[src/rtl/return_address_stack_pkg.sv]
// Shared constants for the fetch-stage return-address predictor.
// XLEN is the machine address width, shared with the program counter.
package return_address_stack_pkg;
  localparam int XLEN = 32;
endpackage

[src/rtl/return_address_stack_pointer.sv]
// ras_pointer: owns the circular top pointer, the occupancy count,
// and the registered overflow/underflow pulses of the return-address stack.
module ras_pointer #(
  parameter int DEPTH = 8,
  parameter int PW    = $clog2(DEPTH),
  parameter int CW    = $clog2(DEPTH + 1)
) (
  input  logic          clk,
  input  logic          reset,
  input  logic          flush,
  input  logic          push,
  input  logic          pop,
  output logic [PW-1:0] tp,
  output logic [CW-1:0] count,
  output logic          empty,
  output logic          full,
  output logic          overflow,
  output logic          underflow
);

  assign empty = (count == '0);
  assign full  = (count == CW'(DEPTH));

  // DEPTH is a power of two, so plain PW-bit arithmetic gives the wrap.
  always_ff @(posedge clk) begin
    if (reset || flush) begin
      tp        <= '0;
      count     <= '0;
      overflow  <= 1'b0;
      underflow <= 1'b0;
    end else begin
      overflow  <= 1'b0;
      underflow <= 1'b0;
      if (push && pop && !empty) begin
        // Replace-in-place: the top entry is overwritten by the top level.
      end else if (push) begin
        tp <= tp + 1'b1;
        if (full) overflow <= 1'b1;
        else      count    <= count + 1'b1;
      end else if (pop) begin
        if (empty) begin
          underflow <= 1'b1;
        end else begin
          tp    <= tp - 1'b1;
          count <= count - 1'b1;
        end
      end
    end
  end

endmodule

[src/rtl/return_address_stack.sv]
// Fixed-depth circular LIFO of return addresses: push on call, pop on return.
// No handshake: push/pop are accepted every cycle; overflow drops the oldest entry.
module return_address_stack
  import return_address_stack_pkg::*;
#(
  parameter int DEPTH = 8,
  parameter int WIDTH = XLEN
) (
  input  logic                       clk,
  input  logic                       reset,
  input  logic                       flush,
  input  logic                       push,
  input  logic [WIDTH-1:0]           push_addr,
  input  logic                       pop,
  output logic [WIDTH-1:0]           top,
  output logic                       empty,
  output logic                       full,
  output logic [$clog2(DEPTH+1)-1:0] count,
  output logic                       overflow,
  output logic                       underflow
);

  localparam int PW = $clog2(DEPTH);

  logic [WIDTH-1:0] mem [DEPTH];
  logic [PW-1:0]    tp;
  logic [PW-1:0]    wr_addr;
  logic             wr_en;

  ras_pointer #(.DEPTH(DEPTH)) u_ptr (
    .clk       (clk),
    .reset     (reset),
    .flush     (flush),
    .push      (push),
    .pop       (pop),
    .tp        (tp),
    .count     (count),
    .empty     (empty),
    .full      (full),
    .overflow  (overflow),
    .underflow (underflow)
  );

  // Push+pop on a non-empty stack rewrites the current top; otherwise a push
  // lands one slot above it (an empty push+pop behaves as a plain push).
  assign wr_en   = push && !reset && !flush;
  assign wr_addr = (pop && !empty) ? tp : tp + 1'b1;

  always_ff @(posedge clk) begin
    if (wr_en) mem[wr_addr] <= push_addr;
  end

  assign top = empty ? '0 : mem[tp];

endmodule
[config.mk]
export PLATFORM = sky130hd
export DESIGN_NAME = return_address_stack
export DESIGN_NICKNAME = d
export VERILOG_FILES = /design/src/rtl/return_address_stack_pkg.sv /design/src/rtl/return_address_stack_pointer.sv /design/src/rtl/return_address_stack.sv
export SDC_FILE = /design/constraint.sdc
export NUM_CORES = 1
export LEC_CHECK = 0
export ABC_CLOCK_PERIOD_IN_PS = 8600
export CAP_MARGIN = 20
export CORE_MARGIN = 2
export CORE_UTILIZATION = 45
export DETAILED_ROUTE_END_ITERATION = 10
export SLEW_MARGIN = 15
export SYNTH_ARGS = -nofsm -noshare
export SYNTH_HDL_FRONTEND = slang
export SYNTH_HIERARCHICAL = 1
export SYNTH_SLANG_ARGS = --single-unit
[constraint.sdc]
create_clock -name clk -period 8.6 [get_ports clk]
set_input_delay 1.72 -clock clk [delete_from_list [all_inputs] [get_ports clk]]
set_output_delay 1.72 -clock clk [all_outputs]
set_load 0.01 [all_outputs]
==> flow_summary.ini, run 1 <==
[status]
status = completed

[placement]
post-place-ws_ns = 3.91
post-place-cells = 839
io_buffers = 76
globalplace.congestion = 0.742
hpwl_mm = 11.6

[clock_tree]
postCtsSetupBuffers = 0
cts_buffers = 28
cts_tree = done
cts.sinks = 265
cts_hold_buffers = 0
cts-root-buf = clkbuf_16
cts_buffer_depth = 3
htree_num_levels = 1
cts_resized = 0
clock_latency_ns = 0.52
clk_pin_slew_ns = 0.06

[global_routing]
grt.overflow.total = 0
grt_max_degree = 69
grt_pass1_wl_mm = 32.0
antenna_found_initial = 0
grt.total_usage_pct = 17.5
grt_pass1_vias = 5349

[routing]
num_vias = 4953
drtIter0Drc = 397
wl_per_cell_um = 23.3
avgViaCountPerCell = 5.57
drt_wl_total_mm = 20.7
drc = 0
postRouteAntennaNets = 0
dr.pass1.iters = 4

[critical_path]
path_class = flop to primary output
critical-path-top-delay-family = buffers and inverters
rr_worst_depth = 5
cp.depth = 5
setup.worst_path.end_class = primary output
cp.arrival_ns = 3.39
startpoint = u_ptr/tp[1]$_SDFFE_PP0P_
cp.required_ns = 6.88
cp_slowest_stage_delay_ns = 0.76
path_cells = buf_4, mux4_2, mux2i_1, nor2_1, clkdlybuf4s50_1
crit_buf_inv = 2
slowest_stage = buf_4
critical_path.max_fanout = 43
r2r_start = u_ptr/tp[1]$_SDFFE_PP0P_
rrSetupSlack_ns = 5.00
start_kind = flop

[power]
p_per_area_nw_per_um2 = 232
leakagePower_uw = 0.00387
peakVddDrop_mv = 0.181

[final_layout]
instances_no_fill = 890
drive_above_1_share_pct = 21.8
antenna-diode-count = 0
area_delta_synth_final_pct = 19.3
nets = 626
utilization_pct = 54.7

[sta]
finalSetupViolCount = 0
period_needed_ns = 5.11
hold_viol = 0
tns_ns = 0
slew_violations = 0
worstMarginPinSlew_ns = 1.06
clock_skew_ns = 0.00720
slew-limit-headroom_pct = 29.3
period_share_pct = 59.5
timing.final.ws_setup_ns = 3.49
rsz0062_at_grt = no
fmax_mhz = 196

[logic_synthesis]
ys_ff_latch = 265
syn_nets = 526
synth_edf_count = 256
yosysMostFrequentCell = edfxtp_1
synth_seq_area_share_pct = 75.5
synth_top_cell_by_area = edfxtp_1
ys.warnings.count = 6
synth_area_per_cell_um2 = 21.5
synth_ff_type = edfxtp_1
synth_top_area_share_pct = 73.8
postSynthCellCount = 484
ys_top_cells_by_area = edfxtp_1 (74%), mux4_2 (13%), mux2i_1 (3.4%), dfxtp_1 (1.7%), nor2_1 (1.4%)
netlist_area_um2 = 10400
yosys-top-cells-count = edfxtp_1 (256), mux4_2 (60), nor2_1 (40)
ys_types = 36
async_flop_share_pct = 0

[job]
drv_cap = 0

[worst_hold_path]
min_delay_path_depth = 2
hp-class = flop to flop
hp-start = u_ptr/count[2]$_SDFFE_PP0P_

[floorplan]
die_h_um = 156
die_x_um = 156
die_area_um2 = 24400
rows = 55
initial_core_util_pct = 45.9
fp.coreArea_um2 = 22700
pin_count = 77
flip-flops by register name, indices dropped and copies added, names as in the netlist:
signal and count:
u_ptr/tp 3, mem 256, u_ptr/count 4, u_ptr/underflow 1, u_ptr/overflow 1
cell usage in the layout, fill, tap and decap left out, drive strengths merged, types with 4 or more instances in the layout:
| cell | n |
|---|---|
| edfxtp | 256 |
| clkdlybuf4s50 | 76 |
| mux2i | 35 |
| mux4 | 64 |
| clkinv | 10 |
| nand2 | 4 |
| nor2 | 40 |
| xnor2 | 5 |
| dfxtp | 9 |
| clkbuf | 39 |
| buf | 19 |
| nor3 | 12 |
stage by stage:
stage | cell area, um^2 | hold WS [ns] | total power [uW]
3_3_place_gp | 11600 | 0.589 | 1770
2_1_floorplan | 10400 | 0.556 | 1640
3_5_place_dp | 11600 | 0.605 | 1770
4_1_cts | 12400 | 0.612 | 2910
5_1_grt | 12400 | 0.675 | 2990
6_report | 12400 | 0.618 | 2880
cell families after synthesis:
| family | after synthesis | synth area share, % |
|---|---|---|
| flops | 265 | 75.5 |
| mux | 100 | 17.4 |
| simple gates | 67 | 2.88 |
| buf+inv | 28 | 1.80 |
| compound gates | 11 | 0.961 |
| xor+xnor | 8 | 0.672 |
| fa+ha+maj | 5 | 0.744 |
layer usage:
metal	GRT usage [%]	up-vias	part of all wire, %
li1	-	2202	-
met3	3.11	32	5.2
met1	24.6	2591	44
met2	29.1	128	49
met4	4.02	0	1.8
met5	0	-	0
power breakdown:
part,total (uW),internal (uW),switching [uW]
logic,285,144,142
registers,1460,1440,20.3
clock network,1140,676,463
total,2880,2260,625
worst register-to-register path: stages (launching register included):
cell,delay (ns)
dfxtp_4,0.69
buf_4,0.77
ha_1,0.40
mux2_2,0.33
nor3_2,0.65
buf_4,0.42
area by class of cell:
type | count | area, um^2
Inverter | 3 | 11.3
Timing Repair Buffer | 95 | 903
Multi-Input combinational cell | 191 | 2410
Sequential cell | 265 | 7880
Clock inverter | 12 | 109
Fill cell | 1740 | 10300
Tap cell | 285 | 357
Clock buffer | 39 | 763
worst paths after layout:
path / to
max: top[14]
min: u_ptr/count[2]$_SDFFE_PP0P_
max reg2reg: mem[5][14]$_DFFE_PP_
min reg2reg: u_ptr/count[2]$_SDFFE_PP0P_
Note: power is estimated with default switching activity, not from simulation.
==> inputs of run 2 (changes only) <==
- ABC_CLOCK_PERIOD_IN_PS: 8600 -> 5100
- clock period: 8.6 -> 5.1 ns (I/O delays scaled with it)
==> run 2 against run 1 <==
Effect of this change:
- hold slack lost 0.0062 ns
- count of clock-buffer cells in the layout grew 2
- sequential power grew 69%
- power grew 70%
- critical path type unchanged
- combinational power grew 65%
- wire length shrank 0.47%
- register-to-register slack lost 3.1 ns
- non-clock buffer count grew 3
- setup slack lost 2.5 ns
- global-route usage shrank 0.16 points
- highest routed layer unchanged
- via count grew 0.91%
- cell count grew 0.45%
==> flow_summary.ini, run 2 (synthesis gave the netlist of run 1 again) <==
[global_routing]
antenna_found_initial = 1
grt_pass1_vias = 5411
grt.overflow.total = 0
grt_pass1_wl_mm = 31.8
grt_max_degree = 69
grt.total_usage_pct = 17.4

[routing]
wl_per_cell_um = 23.0
dr.pass1.iters = 4
postRouteAntennaNets = 0
drt_wl_total_mm = 20.6
wl_met3_um = 968
drc = 0
wl_met2_mm = 10.0
highest_layer = met4
num_vias = 4998
drtIter0Drc = 335
avgViaCountPerCell = 5.59
wl_met1_mm = 9.22

[placement]
globalplace.congestion = 0.711
io_buffers = 76
post_dp_cell_area_um2 = 11600
hpwl_mm = 11.8

[final_layout]
fin_area_um2 = 12500
regMostFlops = mem
fill_cells = 1751
layout_common_cells = edfxtp_1 (256), clkdlybuf4s50_1 (76), mux4_2 (60)
nets = 629
largest_registers = mem x256, u_ptr/count x4, u_ptr/tp x3
regArea_um2 = 7880
multi_input_area_um2 = 2410
largest_reg_flops = 256
area_delta_synth_final_pct = 20.0
drive_above_1_share_pct = 22.7
final_common_cell = edfxtp_1

[critical_path]
cp.arrival_ns = 3.12
cp.depth = 5
slowest_stage = dfxtp_4
crit_buf_inv = 2
critical_path.max_fanout = 50
cp.required_ns = 4.08
critical-path-top-delay-family = flip-flops
path_class = flop to primary output
rr_worst_depth = 6
start_kind = flop
cp_slowest_stage_delay_ns = 1.01
setup.worst_path.end_class = primary output
path_cells = buf_12, mux4_2, mux2i_1, nor2_1, clkdlybuf4s50_1

[sta]
tns_ns = 0
clock_skew_ns = 0.00727
hold_viol = 0
slew_violations = 0
fmax_mhz = 242
rsz0062_at_grt = no
worstMarginPinSlew_ns = 1.06
period_needed_ns = 4.14
slew-limit-headroom_pct = 29.6
period_share_pct = 81.1
finalSetupViolCount = 0

[clock_tree]
cts_resized = 0
cts_hold_buffers = 0
cts_buffer_depth = 3
clock_latency_ns = 0.53
cts-root-buf = clkbuf_16
cts.sinks = 265
htree_num_levels = 1
cts_buffers = 28
cts_tree = done
clk_pin_slew_ns = 0.06
postCtsSetupBuffers = 0

[power]
p_total_uw = 4900
p_per_area_nw_per_um2 = 392
peakVddDrop_mv = 0.271
leakagePower_uw = 0.00390

[status]
status = completed

[floorplan]
die_area_um2 = 24400
fp.coreArea_um2 = 22700
rows = 55
die_h_um = 156
die_x_um = 156
pin_count = 77
initial_core_util_pct = 45.9

[job]
drv_cap = 0

[worst_hold_path]
hp-class = flop to flop
min_delay_path_depth = 2
==> run 2: cell types whose count changed in the layout (fill, tap and decap cells not counted), sizes merged <==
cell | previous run | this run
clkinvlp | 0 | 1
inv | 3 | 4
bufinv | 2 | 1
diode | 0 | 1
buf | 19 | 22
clkinv | 10 | 7
clkbuf | 39 | 41
==> run 2: where the power goes <==
part	leakage [uW]	internal, uW	total [uW]	switching [uW]
clock network	0.000442	1170	1960	786
logic	0.00108	247	470	222
registers	0.00238	2420	2470	50.7
==> run 2: stage by stage <==
stage          instances  hold WS [ns]  worst slack, ns  utilization (%)
3_3_place_gp         842         0.585             1.44             51.1
4_1_cts              893         0.609            0.868             55.0
3_5_place_dp         842         0.602             1.43             51.1
6_report             894         0.612            0.965             55.1
5_1_grt              893         0.644            0.714             55.0
2_1_floorplan        484         0.556            0.515                -
==> run 2: worst paths after layout <==
kind                                                  start                           to  slack (ns)
worst max-delay path               u_ptr/tp[1]$_SDFFE_PP0P_                      top[24]        0.96
worst min-delay path            u_ptr/count[2]$_SDFFE_PP0P_  u_ptr/count[2]$_SDFFE_PP0P_        0.61
worst max register to register  u_ptr/count[0]$_SDFFE_PP0P_         mem[5][15]$_DFFE_PP_        1.90
worst min register to register  u_ptr/count[2]$_SDFFE_PP0P_  u_ptr/count[2]$_SDFFE_PP0P_        0.61
==> run 2: area by class of cell <==
class | count | area share (%)
Timing Repair Buffer | 98 | 7.51
Clock buffer | 41 | 6.64
Sequential cell | 265 | 63.0
Antenna cell | 1 | 0.0200
Inverter | 3 | 0.0901
Multi-Input combinational cell | 191 | 19.3
Tap cell | 285 | 2.85
Clock inverter | 10 | 0.600
==> run 2: worst reg2reg max path, delay by kind of cell (launching register included) <==
family | cells | cell delay [ns]
muxes | 1 | 0.42
and+or+nand+nor | 3 | 1.38
buffers and inverters | 2 | 0.68
DFF | 1 | 0.42
==> run 2: routing by layer <==
layer | track usage, % | up-vias
li1 | - | 2212
met1 | 24.5 | 2630
met2 | 29.0 | 123
met3 | 2.78 | 33
met4 | 3.89 | 0
met5 | 0 | -
